File: config.mk
export PLATFORM = sky130hd
export DESIGN_NAME = ddr_burst_arbiter
export DESIGN_NICKNAME = d
export VERILOG_FILES = /design/src/rtl/ddr_burst_arbiter.sv
export SDC_FILE = /design/constraint.sdc
export NUM_CORES = 1
export LEC_CHECK = 0
export ABC_AREA = 1
export ABC_CLOCK_PERIOD_IN_PS = 6900
export CAP_MARGIN = 30
export CELL_PAD_IN_SITES_DETAIL_PLACEMENT = 0
export CELL_PAD_IN_SITES_GLOBAL_PLACEMENT = 2
export CORE_AREA = 2 2 288 290
export CTS_CLUSTER_SIZE = 14
export DETAILED_ROUTE_END_ITERATION = 10
export DIE_AREA = 0 0 290 292
export GPL_TIMING_DRIVEN = 0
export PLACE_DENSITY = 0.72
export SLEW_MARGIN = 0
export SYNTH_ARGS = -nofsm -noshare
export SYNTH_HDL_FRONTEND = slang
export SYNTH_SLANG_ARGS = --single-unit
File: constraint.sdc
create_clock -name mem_clk -period 6.9 [get_ports mem_clk]
set_input_delay 0.69 -clock mem_clk [delete_from_list [all_inputs] [get_ports mem_clk]]
set_output_delay 0.69 -clock mem_clk [all_outputs]
set_load 0.01 [all_outputs]
File: src/rtl/ddr_burst_arbiter.sv
// Round-robin arbiter sharing one DDR controller burst port among three requesters,
// with per-burst beat-count checking and a hung-controller timeout.
module ddr_burst_arbiter #(
  parameter int DDR_ADDR_WIDTH = 28,
  parameter int DDR_DATA_WIDTH = 128,
  parameter int LEN_WIDTH      = 10,
  parameter int TIMEOUT_CYCLES = 1024
) (
  input  logic                        mem_clk,
  input  logic                        rst,
  input  logic [2:0]                  req_i,
  input  logic [2:0]                  req_wr_i,
  input  logic [3*DDR_ADDR_WIDTH-1:0] req_addr_i,
  input  logic [3*LEN_WIDTH-1:0]      req_len_i,
  input  logic [3*DDR_DATA_WIDTH-1:0] req_wdata_i,
  output logic [2:0]                  gnt_o,
  output logic [2:0]                  done_o,
  output logic [2:0]                  err_o,
  output logic [2:0]                  rd_valid_o,
  output logic [2:0]                  wr_req_o,
  output logic [LEN_WIDTH-1:0]        beat_cnt_o,
  output logic                        rd_burst_req,
  output logic                        wr_burst_req,
  output logic [LEN_WIDTH-1:0]        rd_burst_len,
  output logic [LEN_WIDTH-1:0]        wr_burst_len,
  output logic [DDR_ADDR_WIDTH-1:0]   rd_burst_addr,
  output logic [DDR_ADDR_WIDTH-1:0]   wr_burst_addr,
  output logic [DDR_DATA_WIDTH-1:0]   wr_burst_data,
  input  logic                        rd_burst_data_valid,
  input  logic                        wr_burst_data_req,
  input  logic                        rd_burst_finish,
  input  logic                        wr_burst_finish
);
  localparam int TW = $clog2(TIMEOUT_CYCLES + 1);
  localparam logic [1:0] S_IDLE  = 2'd0;
  localparam logic [1:0] S_BURST = 2'd1;
  localparam logic [1:0] S_DONE  = 2'd2;

  logic [1:0]                state_q, state_d;
  logic [1:0]                last_q, last_d;
  logic [1:0]                sel_q, sel_d;
  logic [2:0]                gnt_q, gnt_d;
  logic                      wr_q, wr_d;
  logic [DDR_ADDR_WIDTH-1:0] addr_q, addr_d;
  logic [LEN_WIDTH-1:0]      len_q, len_d;
  logic [LEN_WIDTH-1:0]      beat_q, beat_d;
  logic [TW-1:0]             tmo_q, tmo_d;
  logic                      tmo_err_q, tmo_err_d;

  logic       win_vld;
  logic [1:0] win;
  logic       in_burst, in_done, beat_inc, fin;

  // First asserted port at or after last_gnt+1 (mod 3) wins.
  always_comb begin
    int start;
    int c;
    win_vld = 1'b0;
    win     = 2'd0;
    start   = (last_q == 2'd2) ? 0 : int'(last_q) + 1;
    for (int i = 0; i < 3; i++) begin
      c = start + i;
      if (c >= 3) c = c - 3;
      if (!win_vld && req_i[c]) begin
        win_vld = 1'b1;
        win     = 2'(c);
      end
    end
  end

  assign in_burst = (state_q == S_BURST);
  assign in_done  = (state_q == S_DONE);
  assign beat_inc = in_burst && (wr_q ? wr_burst_data_req : rd_burst_data_valid);
  assign fin      = wr_q ? wr_burst_finish : rd_burst_finish;

  always_comb begin
    state_d   = state_q;
    last_d    = last_q;
    sel_d     = sel_q;
    gnt_d     = gnt_q;
    wr_d      = wr_q;
    addr_d    = addr_q;
    len_d     = len_q;
    beat_d    = beat_q;
    tmo_d     = tmo_q;
    tmo_err_d = tmo_err_q;
    case (state_q)
      S_IDLE: begin
        if (win_vld) begin
          sel_d     = win;
          gnt_d     = 3'b001 << win;
          wr_d      = req_wr_i[win];
          addr_d    = req_addr_i[int'(win)*DDR_ADDR_WIDTH +: DDR_ADDR_WIDTH];
          len_d     = req_len_i[int'(win)*LEN_WIDTH +: LEN_WIDTH];
          beat_d    = '0;
          tmo_d     = '0;
          tmo_err_d = 1'b0;
          state_d   = (req_len_i[int'(win)*LEN_WIDTH +: LEN_WIDTH] == '0) ? S_DONE : S_BURST;
        end
      end
      S_BURST: begin
        if (beat_inc && beat_q != '1) beat_d = beat_q + 1'b1;
        tmo_d = tmo_q + 1'b1;
        // A real finish takes priority over a timeout in the same cycle.
        if (fin) begin
          state_d = S_DONE;
        end else if (tmo_q == TW'(TIMEOUT_CYCLES - 1)) begin
          state_d   = S_DONE;
          tmo_err_d = 1'b1;
        end
      end
      S_DONE: begin
        state_d = S_IDLE;
        gnt_d   = '0;
        beat_d  = '0;
        last_d  = sel_q;
      end
      default: state_d = S_IDLE;
    endcase
  end

  always_ff @(posedge mem_clk or posedge rst) begin
    if (rst) begin
      state_q   <= S_IDLE;
      last_q    <= 2'd2;
      sel_q     <= 2'd0;
      gnt_q     <= '0;
      wr_q      <= 1'b0;
      addr_q    <= '0;
      len_q     <= '0;
      beat_q    <= '0;
      tmo_q     <= '0;
      tmo_err_q <= 1'b0;
    end else begin
      state_q   <= state_d;
      last_q    <= last_d;
      sel_q     <= sel_d;
      gnt_q     <= gnt_d;
      wr_q      <= wr_d;
      addr_q    <= addr_d;
      len_q     <= len_d;
      beat_q    <= beat_d;
      tmo_q     <= tmo_d;
      tmo_err_q <= tmo_err_d;
    end
  end

  assign gnt_o         = gnt_q;
  assign done_o        = in_done ? gnt_q : 3'b000;
  assign err_o         = (in_done && (tmo_err_q || beat_q != len_q)) ? gnt_q : 3'b000;
  assign rd_valid_o    = (in_burst && !wr_q && rd_burst_data_valid) ? gnt_q : 3'b000;
  assign wr_req_o      = (in_burst && wr_q && wr_burst_data_req) ? gnt_q : 3'b000;
  assign beat_cnt_o    = beat_q;
  assign rd_burst_req  = in_burst && !wr_q;
  assign wr_burst_req  = in_burst && wr_q;
  assign rd_burst_len  = len_q;
  assign wr_burst_len  = len_q;
  assign rd_burst_addr = addr_q;
  assign wr_burst_addr = addr_q;
  assign wr_burst_data = (state_q != S_IDLE) ?
                         req_wdata_i[int'(sel_q)*DDR_DATA_WIDTH +: DDR_DATA_WIDTH] : '0;
endmodule

# --- After elaboration in Yosys (flattened, before gate mapping) ---
# Cells that the tools add are included.
totals:
  register_bits: 70
  input_bits: 510
  out_inout_bits: 231
  elab_cells: 111
classes:
  add_sub_neg: 8
  n_mul: 2
  magnitude_cmp: 7
  eq_ne: 11
  shift: 4
  mux: 44
  reduce_logical: 25
ops:
  columns: ["cell", "count"]
  rows:
  - ["indexed part select 384 x 10 -> 128 bit", 1]
  - ["two-way mux 128 bit", 1]
  - ["< comparator 32 x 4 -> 1 bit, second input constant", 3]
  - ["two-way mux 32 bit", 3]
  - ["indexed part select 84 x 8 -> 28 bit", 1]
  - ["case mux 10 bit (3 select lines)", 1]
  - ["indexed part select 30 x 7 -> 10 bit", 1]
  - ["case mux 11 bit (2 select lines)", 1]
  - ["two-way mux 10 bit", 2]
  - ["two-way mux 3 bit", 6]
  - ["two-way mux 1 bit", 15]
  - ["two-way mux 2 bit", 7]
  - ["adder 11 x 1 -> 11 bit, second input constant", 1]
  - ["== test 11 x 10 -> 1 bit, second input constant", 1]
  - ["two-way mux 11 bit", 1]
  - ["adder 10 x 1 -> 10 bit, second input constant", 1]
  - ["logical NOT 10 bit", 1]
  - ["multiplier 2 x 3 -> 5 bit, second input constant", 2]
  - ["inequality test 10 bit", 1]
  - ["inequality test 10 bit, second input constant", 1]
  - ["subtractor 4 x 2 -> 5 bit, second input constant", 2]
  - ["logical AND 1 bit", 9]
  - ["binary-select mux 1 bit (select 2 bit)", 4]
  - [">= comparator 4 x 2 -> 1 bit, second input constant", 2]
  - ["other kinds (23)", 33]

# --- Depth between registers and ports, before layout ---
depth:
  word_depth: 20
  ltp_mapped: 20
  depth_no_buf: 19

# --- Least setup slack after synthesis ---
# OpenSTA, ideal clock, no wires.
synth_timing:
  path_type: "register to register"
  start: "register last_q[1]"
  end: "register state_q[0]"
  setup_time_ns: 0.136
  arrival_time_ns: 2.352
  required_time_ns: 6.764
  path_slack_ns: 4.412
  path_stages_with_launch: 20
  n_path_buf: 1
  period_less_slack_ns: 2.488
  cell_sequence: "dfstp_2 > inv_1 > ha_1 > inv_2 > nand2_1 > nand3_1 > nand2_1 > nand2_1 > clkinv_1 > nand2_1 > nand2_2 > nand2_4 > buf_6 > nand2_1 > nand3_1 > nand2_1 > nor2_1 > nand3_1 > nor2_1 > o21ai_0"
synth_via:
  elab_chain_cells: 20
  elab_cells_between_ends: 41
  cone_classes: "add/sub: 6; mul: 1; order compare: 3; eq/ne: 2; shift: 1; mux: 22; reduce/logical: 6"
synth_rtl:
  columns: ["element", "line", "rtl"]
  rows:
  - ["start, declared", "40", "logic [1:0] last_q, last_d;"]
  - ["start signal, assigned", "136", "last_q <= last_d;"]
  - ["adder 2 x 1 -> 3 bit / == test 2 bit (equally long branches)", "60", "start = (last_q == 2'd2) ? 0 : int'(last_q) + 1;"]
  - ["two-way mux 3 bit (*)", "60", null]
  - ["branches (longest 18 deep; another with subtractor 4 x 2 -> 5 bit)", null, null]
  - ["end signal, assigned", "135", "state_q <= state_d;"]
  - ["end, declared", "39", "logic [1:0] state_q, state_d;"]
# Every way passes the cells marked *. The select of a mux whose other input is x is not followed.
# A chain may end at the register's enable or synchronous reset.

# --- Final worst setup path ---
layout_timing:
  start: "register sel_q[1]"
  end: "output wr_burst_data[9]"
layout_via:
  elab_chain_cells: 2
layout_rtl:
  columns: ["element", "line", "rtl"]
  rows:
  - ["start, declared", "41", "logic [1:0] sel_q, sel_d;"]
  - ["start signal, assigned", "137", "sel_q <= sel_d;"]
  - ["indexed part select 384 x 10 -> 128 bit", "161", "req_wdata_i[int'(sel_q)*DDR_DATA_WIDTH +: DDR_DATA_WIDTH] : '0;"]
  - ["two-way mux 128 bit", "160", "assign wr_burst_data = (state_q != S_IDLE) ?"]
  - ["end, declared", "28", "output logic [DDR_DATA_WIDTH-1:0] wr_burst_data,"]
# No other way between the ends.

==> run summary <==
The pin count of the biggest net entering global routing was 46; the number of sinks handled by clock tree synthesis was 70. Share of power burned in the clock network: 7.0%. The area share of fa/ha/maj cells after synthesis works out to 1.17%.

Global routing used 15.2% of the available tracks. The H-tree was split into 3 levels. The tools report the endpoint of the most critical setup path as wr_burst_data[9]. For this run, asynchronously set or reset flops after synthesis account for 100%. The final weighted congestion in routability-driven placement was 0.876; the vertical extent of the die was 292 um. From synthesis to final layout, the design area changed by 122%. STA puts the critical path data required time at 6.21 ns.

The tools report the number of antenna violations at the first check in global routing as 16. The tools report the startpoint type of the worst setup path as a register. For the total number of nets in the final design, the log shows 2,596. The tools report the via count of the first global-routing pass as 12,400. Cell internal power was estimated by the tool at 3.43 mW.

The pre-antenna-repair detailed-routing pass consisted of 5 iterations. The tools report the post-route setup TNS as 0 ns. By area, the combinational part of the netlist is dominated by simple AND/OR/NAND/NOR gates. In this run the deepest clock path goes through 2 buffers.

Detailed placement ended at an HPWL of 57.3 mm. The endpoint identified for the worst register-to-register timing path is state_q[0]. Of the total power, the share spent switching nets is 53.8%.

Counting every net in the synthesized netlist gives 1,843. After global routing the overflow that remains totals 0. The initial standard-cell utilization of the core is 9.18%, and the proportion of power drawn by flip-flops and latches is 10.9%. The number of synthesized flops with an enable pin is 0. For this run, design rule violations remaining after detail routing come to 0.

741 I/O pins were placed. The run gives 9 as the total CTS buffers. For the area of all placed cells without fillers, the log shows 0.0166 sq mm. From left edge to right edge, the die measures 290 um. The instance area after placement was 0.0163 sq mm.

The most critical setup path has its startpoint at sel_q[1]. The depth of the most critical reg-to-reg path came out at 13. Summed over all nets, the switching power comes to 3.99 mW. In this run the cell area of the synthesized design comes to 0.00749 sq mm. Summing the areas of all xor and xnor instances in the mapped netlist gives 1.15% of the synthesized area. The number of vias after detailed routing was 12,000.

In the final routed layout, each cell accounts on average for 21.2 um. Setup repair after global routing left no endpoint under its margin. Of all nets on the critical path, the largest fanout is 10.

The share of cell area taken by muxes after synthesis is 0%. The cell count after synthesis came out at 1,326. The logs give 0.0136 ns for the worst setup skew after layout and 38.1% for the worst max-slew margin expressed relative to the limit.

The iteration-0 DRC count of the detailed router is 518, and the leakage power of the design is 6.20 nW. Summing the areas of all and, or, nand and nor instances in the mapped netlist gives 36.0% of the synthesized area. The number of port buffers was 740; the sum of routed wire length over all layers was 66.9 mm.

The synthesized design contains 70 register bits. TritonCTS built the clock tree. The data arrival time of the critical path was 3.78 ns; the number of violations of the max-capacitance limit was 0.

The proportion of power drawn by combinational gates is 82.1%, and the number of standard cells in the final layout excluding fillers is 3,163. The post-synthesis sequential area ratio came out at 23.4%. At the pin with the least slew margin, the transition time is 0.928 ns. The total of hold buffers inserted after clock tree synthesis was 0; the final cycle utilization of the critical path was 64.8%. The type of the worst min-delay path was register to register. For the finished layout, the period the worst path requires is 4.47 ns. The area fraction in compound gates after synthesis is 26.3%.

The overall power consumption was 7.43 mW; the number of setup buffers added after CTS was 0. The logs give 39 for the count of unique library cells instantiated by Yosys and 0 for the final number of setup-violating endpoints. Power spread over the standard cell area amounts to 447 mW/mm^2. The clock reaches the later pin of the worst-skew pair after 0.35 ns.

The flow ran to the end, and the final reports show no timing, DRC or antenna violations. The average instance area after synthesis works out to 5.65 sq um. The number of endpoints with negative hold slack in the final report was 0. The most used flip-flop cell after synthesis was dfrtp_1. The final count of pins violating max slew was 0; the register-to-register setup slack was 3.50 ns. After detailed placement, the design holds a cell count of 3,138. The logs give 224 MHz for the highest clock rate and 20.4% for the share of the core filled with cells in the final layout. Count of nets left with antenna violations after detail routing: 0.

The wire length of the first global-routing pass was 92.3 mm. The number of stages on the worst hold path is 1, and the number of warning messages in the yosys log is 0. STA classifies the critical path endpoint as a primary output.

The core region is 0.0816 sq mm. Clock-pin slew was measured on the worst setup and hold paths at 0.05 ns. The number of vias per cell after detailed routing is 3.79, and the worst supply voltage drop on vdd is 0.209 mV. In this run the critical register-to-register path is launched from last_q[1]. Type of the worst setup path: register to primary output. The cell sitting at the root of the clock tree is a clkbuf_16. The overall die area is 0.0847 sq mm, and the number of rows created at floorplan is 105.

Of the cells placed in the final design, the portion with a size suffix greater than 1 is 3.79%. The number of gates resized after CTS was 0.
==> worst min-delay path by stage <==
stage | slack, ns | start | endpoint
6_report | 0.52 | tmo_q[2] | tmo_q[2]
5_1_grt | 0.53 | tmo_q[2] | tmo_q[2]
4_1_cts | 0.52 | tmo_q[2] | tmo_q[2]
3_5_place_dp | 0.51 | tmo_err_q | tmo_err_q
3_3_place_gp | 0.51 | tmo_err_q | tmo_err_q
2_1_floorplan | 0.48 | tmo_q[2] | tmo_q[2]
==> cell usage in the layout (no fill, tap or decap), drive strengths merged, types with 2 or more instances in the layout <==
master         netlist  final
buf                 61     63
o21ai              179    179
ha                   7      7
inv                 62     62
bufinv               0      2
nor2               339    339
xor2                 8      8
nand4                2      2
dfrtp               69     69
nand3               59     59
a211oi               2      2
clkdlybuf4s50        0    740
clkbuf              71     84
nand3b               4      4
o22ai                5      5
diode                0      9
nand2              257    257
a31oi                7      7
o211ai              29     29
nor3                10     10
a221oi               2      2
a21oi              138    138
nor3b                5      5
==> kinds of logic after synthesis <==
group / count (synthesis)
adders and majority gates: 7
xor gates and xnor gates: 9
buffers and inverters: 195
DFF: 70
and+or+nand+nor: 676
AOI/OAI and AO/OA: 369
==> routing by layer <==
layer / vias to the layer above / global-route usage (%) / routed length [um]
li1: 5841 / - / -
met1: 5478 / 17.7 / 27100
met2: 582 / 26.1 / 32100
met3: 66 / 5.02 / 5790
met4: 10 / 4.57 / 1870
met5: - / 0 / 66
==> layout make-up <==
cell class	instances	area, sq um
Antenna cell	9	22.5
Inverter	63	239
Buffer	132	662
Multi-Input combinational cell	1061	4840
Sequential cell	70	1750
Timing Repair Buffer	742	7450
Fill cell	9421	65000
Clock inverter	3	67.6
Clock buffer	13	250
Tap cell	1070	1340
==> through the flow <==
step                setup WS [ns]  hold slack [ns]
finish                       2.43            0.517
detailed placement           2.46            0.509
global route                 2.04            0.535
floorplan                    4.41            0.476
global placement             2.50            0.505
CTS                          2.15            0.517
==> critical path, stage by stage (launching register included) <==
cell and delay (ns):
dfrtp_1 0.67, inv_1 0.15, nor2_1 0.14, clkbuf_1 0.71, clkbuf_1 0.61, nand2_1 0.11
a21oi_1 0.22, clkdlybuf4s50_1 0.79
==> synth_stat cells, drive strengths merged (2+ instances only) <==
library cell | number | area (sq um)
o21ai | 179 | 896
inv | 62 | 233
a31oi | 7 | 43.8
o22ai | 5 | 31.3
o211ai | 29 | 218
nand2 | 257 | 977
ha | 7 | 87.6
nor3 | 10 | 50.1
a221oi | 2 | 17.5
clkbuf | 71 | 267
nand3b | 4 | 30.0
nor3b | 5 | 37.5
a211oi | 2 | 15.0
a21oi | 138 | 691
xor2 | 8 | 77.6
nor2 | 339 | 1280
buf | 61 | 395
nand3 | 59 | 305
dfrtp | 69 | 1730
nand4 | 2 | 12.5
==> state kept, by name, summed over array words and instances, names as in the netlist <==
signal and count:
rd_burst_addr 28, tmo_q 11, beat_cnt_o 10, rd_burst_len 10
gnt_o 3, last_q 2, sel_q 2, state_q 2
tmo_err_q 1, wr_q 1
==> power groups by stage <==
stage	logic, mW	registers, mW	clock network, mW
after floorplan	2.88	0.760	0
after global placement	6.20	0.826	0
after detailed placement	6.18	0.822	0
after CTS	6.21	0.820	0.537
after global routing	6.66	0.831	0.555
final	6.09	0.812	0.521
Note: power is estimated with default switching activity, not from simulation.
